$ cat src/rtl/exp_pkg.sv
// Shared constants and types for the exponential engine result path.
// EXP_SER_PARITY_EN appends an even-parity bit to every serial frame.
package exp_pkg;

  localparam int EXP_INT_W  = 2;
  localparam int EXP_FRAC_W = 16;
  localparam int EXP_WORD_W = EXP_INT_W + EXP_FRAC_W;

  typedef enum logic {
    IDLE,
    SHIFT
  } ser_state_t;

`ifdef EXP_SER_PARITY_EN
  localparam int EXP_PAR_W = 1;
`else
  localparam int EXP_PAR_W = 0;
`endif

  localparam int EXP_FRAME_W = EXP_WORD_W + EXP_PAR_W;

  function automatic int frame_len(input int word_w);
    return word_w + EXP_PAR_W;
  endfunction

endpackage

$ cat src/rtl/exp_result_fifo.sv
// Circular DEPTH x W result buffer with wrapping pointers.
// Caller never pops when empty and gates pushes when full.
module exp_result_fifo #(
  parameter int DEPTH = 4,
  parameter int W     = 18
) (
  input  logic                         clk,
  input  logic                         rst,
  input  logic                         push,
  input  logic                         pop,
  input  logic [W-1:0]                 din,
  output logic [W-1:0]                 dout,
  output logic [$clog2(DEPTH+1)-1:0]   count,
  output logic                         full,
  output logic                         empty
);

  localparam int AW = $clog2(DEPTH);
  localparam int CW = $clog2(DEPTH+1);

  logic [W-1:0]  r_mem [DEPTH];
  logic [AW-1:0] r_wr;
  logic [AW-1:0] r_rd;
  logic [CW-1:0] r_count;

  always_ff @(posedge clk) begin
    if (push)
      r_mem[r_wr] <= din;
  end

  always_ff @(posedge clk or negedge rst) begin
    if (!rst) begin
      r_wr    <= '0;
      r_rd    <= '0;
      r_count <= '0;
    end else begin
      if (push)
        r_wr <= r_wr + 1'b1;
      if (pop)
        r_rd <= r_rd + 1'b1;
      unique case ({push, pop})
        2'b10:   r_count <= r_count + 1'b1;
        2'b01:   r_count <= r_count - 1'b1;
        default: r_count <= r_count;
      endcase
    end
  end

  assign dout  = r_mem[r_rd];
  assign count = r_count;
  assign full  = (r_count == CW'(DEPTH));
  assign empty = (r_count == '0);

endmodule

$ cat src/rtl/exp_result_serializer.sv
// Buffers exp engine results and shifts them out MSB-first.
// EXP_SER_PARITY_EN adds a trailing even-parity bit per frame.
module exp_result_serializer
  import exp_pkg::*;
#(
  parameter int DEPTH  = 4,
  parameter int INT_W  = EXP_INT_W,
  parameter int FRAC_W = EXP_FRAC_W
) (
  input  logic                        clk,
  input  logic                        rst,
  input  logic                        done_in,
  input  logic [INT_W-1:0]            intpart,
  input  logic [FRAC_W-1:0]           fracpart,
  input  logic                        ser_ready,
  input  logic                        ovf_clr,
  output logic                        ser_data,
  output logic                        ser_valid,
  output logic                        ser_first,
  output logic                        ser_last,
  output logic [$clog2(DEPTH+1)-1:0]  fifo_count,
  output logic                        fifo_full,
  output logic                        overflow
);

  localparam int WORD_W  = INT_W + FRAC_W;
  localparam int FRAME_W = frame_len(WORD_W);
  localparam int BW      = $clog2(FRAME_W);
  localparam logic [BW-1:0] LAST = BW'(FRAME_W - 1);

  ser_state_t       r_state;
  logic [FRAME_W-1:0] r_shreg;
  logic [BW-1:0]    r_bitcnt;
  logic             r_done_q;
  logic             r_ovf;

  logic [WORD_W-1:0]  w_dout;
  logic [FRAME_W-1:0] w_load;
  logic               w_full;
  logic               w_empty;
  logic               w_req;
  logic               w_xfer;
  logic               w_end;
  logic               w_pop;
  logic               w_push;
  logic               w_drop;
  logic               w_shift;

  assign w_shift = (r_state == SHIFT);
  assign w_req   = done_in & ~r_done_q;
  assign w_xfer  = w_shift & ser_ready;
  assign w_end   = w_xfer & (r_bitcnt == LAST);
  assign w_pop   = ~w_empty & (~w_shift | w_end);
  assign w_push  = w_req & (~w_full | w_pop);
  assign w_drop  = w_req & w_full & ~w_pop;

`ifdef EXP_SER_PARITY_EN
  assign w_load = {w_dout, ^w_dout};
`else
  assign w_load = w_dout;
`endif

  exp_result_fifo #(
    .DEPTH (DEPTH),
    .W     (WORD_W)
  ) u_fifo (
    .clk   (clk),
    .rst   (rst),
    .push  (w_push),
    .pop   (w_pop),
    .din   ({intpart, fracpart}),
    .dout  (w_dout),
    .count (fifo_count),
    .full  (w_full),
    .empty (w_empty)
  );

  always_ff @(posedge clk or negedge rst) begin
    if (!rst) begin
      r_done_q <= 1'b0;
      r_ovf    <= 1'b0;
    end else begin
      r_done_q <= done_in;
      if (w_drop)
        r_ovf <= 1'b1;
      else if (ovf_clr)
        r_ovf <= 1'b0;
    end
  end

  always_ff @(posedge clk or negedge rst) begin
    if (!rst) begin
      r_state  <= IDLE;
      r_shreg  <= '0;
      r_bitcnt <= '0;
    end else begin
      unique case (r_state)
        IDLE: begin
          if (w_pop) begin
            r_shreg  <= w_load;
            r_bitcnt <= '0;
            r_state  <= SHIFT;
          end
        end
        SHIFT: begin
          if (w_end) begin
            r_bitcnt <= '0;
            if (w_pop)
              r_shreg <= w_load;
            else
              r_state <= IDLE;
          end else if (w_xfer) begin
            r_shreg  <= r_shreg << 1;
            r_bitcnt <= r_bitcnt + 1'b1;
          end
        end
        default: r_state <= IDLE;
      endcase
    end
  end

  assign ser_valid = w_shift;
  assign ser_data  = w_shift & r_shreg[FRAME_W-1];
  assign ser_first = w_shift & (r_bitcnt == '0);
  assign ser_last  = w_shift & (r_bitcnt == LAST);
  assign fifo_full = w_full;
  assign overflow  = r_ovf;

endmodule
$ cat config.mk
export PLATFORM = sky130hd
export DESIGN_NAME = exp_result_serializer
export DESIGN_NICKNAME = d
export VERILOG_FILES = /design/src/rtl/exp_pkg.sv /design/src/rtl/exp_result_fifo.sv /design/src/rtl/exp_result_serializer.sv
export SDC_FILE = /design/constraint.sdc
export NUM_CORES = 1
export LEC_CHECK = 0
export CORE_MARGIN = 10
export CORE_UTILIZATION = 40
export CTS_BUF_LIST = sky130_fd_sc_hd__clkbuf_16
export DETAILED_ROUTE_END_ITERATION = 10
export PLACE_DENSITY_LB_ADDON = 0.08
export SYNTH_ARGS = -nofsm -noshare
export SYNTH_HDL_FRONTEND = slang
export SYNTH_SLANG_ARGS = --single-unit
$ cat constraint.sdc
create_clock -name clk -period 3.3 [get_ports clk]
set_input_delay 0.66 -clock clk [delete_from_list [all_inputs] [get_ports clk]]
set_output_delay 0.66 -clock clk [all_outputs]
set_load 0.005 [all_outputs]
Word-level counts from Yosys, hierarchy flattened
Memories as Yosys holds them, arrays and structs flattened. Index checks and enable logic that the tools add are counted.

Memory bits (writable): 72. Memories: 1. Input bits: 23. Logic and storage cells: 58. Register bits after elaboration: 33.

Add/sub/neg operators: 5. Reductions and logical operators: 5. Bitwise operators: 17. Equal/unequal tests: 6. Muxes and demuxes: 16.

Memories: u_fifo.r_mem (depth 4, bits a word 18, read ports 1, clocked after memory_dff 0, write ports 1, RTL line exp_result_fifo.sv:21) `logic [W-1:0] r_mem [DEPTH];`.

Operators by type and width (count): 18-bit two-way mux (3); 18-bit case mux with 2 select lines (1); 5-bit two-way mux (3); 1-bit AND (10); 5-bit case mux with 2 select lines (1); 1-bit two-way mux (6); 3-bit case mux with 2 select lines (1); 5-bit by 1-bit adder with 5-bit output, second input constant (1); 5-bit equality test, second input constant (1); 5-bit logical NOT (1); 1-bit NOT (5); 2-bit by 1-bit adder with 2-bit output, second input constant (2); 2-bit nonzero test (2); 3-bit by 1-bit adder with 3-bit output, second input constant (1); 3-bit equality test, second input constant (1); 3-bit logical NOT (1); 3-bit by 1-bit != test with 1-bit output, second input constant (1); 3-bit by 1-bit subtractor with 3-bit output, second input constant (1); 2-bit by 1-bit equality test with 1-bit output, second input constant (1); 2-bit equality test, second input constant (1); 2-bit by 1-bit != test with 1-bit output, second input constant (1); 1-bit OR (2); 1-bit case mux with 2 select lines (1); 2-bit AND reduction (1).

Depth between registers and ports, before layout
Word-level depth: 8. Gate-level depth with buffers: 10. Depth with buffers taken out: 10.

By module
A second synthesis with hierarchy kept.

Cell total of the unflattened synthesis: 265. Area total of the unflattened synthesis: 4434.3 µm².

Modules (own cells, without submodules): exp_result_fifo (cells an instance 131, area each 2996.6 µm², times used 1, seq. area each 2337.2 µm²); exp_result_serializer (cells an instance 134, area each 1437.6 µm², times used 1, seq. area each 650.6 µm²).

Worst setup path after synthesis
OpenSTA, ideal clock, no wires.

Path type: flip-flop to flip-flop. From: register r_bitcnt[1]. To: memory u_fifo.r_mem[0][0], enable pin. Required time: 2.924 ns. Arrival time: 1.885 ns. Slack: 1.039 ns. Cell stages (with the launch flop): 7. Cell sequence: dfrtp_1 > inv_1 > ha_1 > nor4bb_4 > a21oi_2 > a21oi_4 > and2_1.

Longest elaborated chain between the ends: 8.

RTL lines: start: declaration (RTL line exp_result_serializer.sv:33) `logic [BW-1:0] r_bitcnt;`; start signal: assignment (RTL line exp_result_serializer.sv:114) `r_bitcnt <= r_bitcnt + 1'b1;`; 5-bit equality test (RTL line exp_result_serializer.sv:52) `assign w_end = w_xfer & (r_bitcnt == LAST);`; 1-bit AND (RTL line exp_result_serializer.sv:52); 1-bit OR (RTL line exp_result_serializer.sv:53) `assign w_pop = ~w_empty & (~w_shift | w_end);`; 1-bit AND (RTL line exp_result_serializer.sv:53); 1-bit OR (RTL line exp_result_serializer.sv:54) `assign w_push = w_req & (~w_full | w_pop);`; 1-bit AND (RTL line exp_result_serializer.sv:54); 1-bit two-way mux (RTL line exp_result_fifo.sv:27) `if (push)`; 1-bit two-way mux (implied by the code) (RTL line exp_result_fifo.sv:28) `r_mem[r_wr] <= din;`; end: declaration (RTL line exp_result_fifo.sv:21).

No other way between the ends.

Worst setup path in the final report
From: register u_fifo.r_count[0] (netlist: u_fifo.count[0]). To: output port fifo_full.

Longest elaborated chain between the ends: 1.

RTL lines: start: declaration (RTL line exp_result_fifo.sv:24) `logic [CW-1:0] r_count;`; start signal: assignment (RTL line exp_result_fifo.sv:42) `2'b10: r_count <= r_count + 1'b1;`; start signal: assignment (RTL line exp_result_fifo.sv:43) `2'b01: r_count <= r_count - 1'b1;`; start signal: assignment (RTL line exp_result_fifo.sv:44) `default: r_count <= r_count;`; 3-bit equality test (RTL line exp_result_fifo.sv:51) `assign full = (r_count == CW'(DEPTH));`; end: declaration (RTL line exp_result_serializer.sv:22) `output logic fifo_full,`.

No other way between the ends.

==> results.ini <==
[grt]
grt_pass1_vias=2509
antenna_found_initial=0
grt_pass1_wl_um=13500
grt_max_degree=34
overflow=0
globalRouteTotalUtil_pct=11.6

[cts]
cts_tree=done
h-tree-depth=3
path_clk_slew_ns=0.07
post_cts_buffers=0
max-clock-path-buffers=2
cts.repair.resized=0
root_buffer=clkbuf_16
clkSinkCount=105
cts-hold-fix-buffers=0
clock_latency_ns=0.34
cts_buffers=9

[layout]
multi_input_area_mm2=0.00123
fillers=921
layout-drive-gt1-share_pct=16.7
seqCellArea_mm2=0.00299
fin_cells=435
num_antenna_cells=0
area_growth_pct=17.4
nets=325

[worst_setup_path]
crit_chain=or3b_2, inv_1, clkdlybuf4s50_1
reg2reg_slack_ns=0.88
path_buf_inv=2
worstPathRequired_ns=2.64
crit_path_max_incr_delay_ns=0.55
path_class=reg2out
crit_arrival_ns=2.08
crit_family=buffers and inverters
startpoint_type=flip-flop
cp_max_fo=11
cpMaxStageDelayCell=or3b_2
end_kind=primary output

[logic_synthesis]
synth_seq_area_share_pct=69.0
synth.net_count=286
yosysWarnings=0
synth.area.top_cells=edfxtp_1 (50%), dfrtp_1 (19%), mux4_2 (9.4%)
synthArstFlopShare_pct=31.4
ys.flop_type=edfxtp_1
netlist_instances=255
synth_area_mm2=0.00433
ys_types=42
synth-seq-cells=105
syn_avg_cell_area_um2=17.0
synth_top_area_share_pct=49.9
synth_edf_count=72
yosysTopAreaCell=edfxtp_1

[timing]
fin_crit_sh_pct=83.1
hold_viol=0
relSlewSlack_pct=49.4
rsz0062_at_grt=no
maxSlewViolCount=0
finalSetupTns_ns=0
fin_worst_skew_ns=0.00790
worstMarginPinSlew_ns=0.759
setup_violations=0
post-route-min-period_ns=2.74
max_freq_mhz=364

[run_status]
status=finished, final reports clean

[placement]
portBuffers=31
place_hpwl_um=5180
dp_cells=419
gp_congestion=0.714

[route]
via_count=2303
firstDrtPassIters=4
vias_per_cell=5.29
wl_um=8290
drtAntennaViolNets=0
wl_per_cell_um=19.1
drcViolationCount=0
drt_iter0_markers=199

[pwr]
vdd.ir_drop.worst_mv=0.301
power_density_mw_per_mm2=758
p_leak_uw=0.00178

[job]
drv_cap=0

[floorplan]
ios=32
die_h_um=124
core_mm2=0.0105
die_area_mm2=0.0154
fp.dieW_um=124
rows=37
start_util_pct=41.4

[hold_path]
holdCritPathClass=reg2reg

layer usage:
metal  GRT usage, %  up-vias  wire length (um)
met5              0        -                 0
met3           3.48       10               366
met1           14.7     1164              3850
met2           18.3       41              3960
li1               -     1088                 -
met4           4.24        0               119
power by group:
part,switching [uW],total (uW),internal (uW)
sequential,213,1880,1670
combinational,434,987,554
clock,469,981,512
synth_stat cells, types with 2 or more instances:
| library cell | number |
|---|---|
| xor2_1 | 3 |
| clkbuf_1 | 4 |
| nand2_1 | 6 |
| nand4_1 | 3 |
| edfxtp_1 | 72 |
| a2bb2oi_1 | 17 |
| nand2b_1 | 2 |
| buf_2 | 7 |
| o22ai_1 | 22 |
| inv_1 | 12 |
| mux2_2 | 2 |
| buf_6 | 2 |
| nor2_1 | 8 |
| mux4_2 | 18 |
| dfrtp_1 | 33 |
| o21ai_0 | 4 |
| ha_1 | 7 |
| a21oi_1 | 2 |
| and2_1 | 5 |
| xnor2_1 | 3 |
| a21oi_2 | 2 |
layout make-up:
class                      instances  share of cell area [%]
clock buffer                       9                    4.43
clock inverter                     7                   0.861
inverter                          12                   0.886
timing repair buffer              41                    7.58
tap                              136                    3.35
sequential                       105                    58.8
multi-input combinational        125                    24.1
sequential cells by signal (all words and copies together), names as in the netlist:
| signal | count |
|---|---|
| r_done_q | 1 |
| u_fifo.r_wr | 2 |
| r_shreg | 18 |
| overflow | 1 |
| u_fifo.r_mem | 72 |
| u_fifo.count | 3 |
| u_fifo.r_rd | 2 |
| ser_valid | 1 |
| r_bitcnt | 5 |
worst reg2reg max path, stage by stage, from the launching register on:
cell,delay (ns)
dfrtp_1,0.41
inv_1,0.09
ha_1,0.17
nor4bb_4,0.43
o211ai_2,0.21
nor2_1,0.16
fa_1,0.42
inv_1,0.08
nor2_1,0.05
o21ai_0,0.16
a32oi_1,0.11
stage by stage:
stage | util [%] | power (uW) | hold WS, ns | cell area (um^2) | setup slack [ns]
global route | 48.6 | 4100 | 0.565 | 5080 | 0.427
finish | 48.6 | 3850 | 0.543 | 5080 | 0.556
floorplan | - | 2580 | 0.364 | 4330 | 1.04
global placement | 46.0 | 2920 | 0.522 | 4820 | 0.691
detailed placement | 46.0 | 2920 | 0.524 | 4820 | 0.623
CTS | 48.6 | 3910 | 0.546 | 5080 | 0.519
placed cells by master, fill, tap and decap left out, drive strengths merged, types with 2 or more instances in the layout:
cell type	Yosys	routed
o211ai	2	2
nand2b	2	2
mux4	18	18
clkdlybuf4s50	0	31
mux2	2	2
a21oi	5	5
nor2	8	8
buf	9	10
o22ai	22	22
nand2	6	6
and2	5	5
inv	12	15
ha	7	7
a2bb2oi	17	17
dfrtp	33	33
nand4	3	3
o21ai	6	6
clkinv	0	4
xnor2	3	3
clkbuf	4	9
edfxtp	72	72
xor2	3	3
o32ai	2	2
logic make-up after synthesis:
| family | count (synthesis) | share of synthesized area [%] |
|---|---|---|
| flops | 105 | 69.0 |
| compound gates | 58 | 10.2 |
| simple gates | 33 | 4.59 |
| buf+inv | 25 | 2.71 |
| mux | 20 | 9.88 |
| fa+ha+maj | 8 | 2.48 |
| xor+xnor | 6 | 1.21 |
path summary, 6_finish.rpt:
path | cells after the start | from | endpoint
min | 1 | r_shreg[1] | r_shreg[1]
max | 3 | u_fifo.count[0] | fifo_full
min reg2reg | 1 | r_shreg[1] | r_shreg[1]
max reg2reg | 10 | r_bitcnt[1] | u_fifo.count[1]
max in group asynchronous | 2 | rst | r_shreg[3]
min in group asynchronous | 2 | rst | r_bitcnt[2]
(Power assumes the default switching activity.)
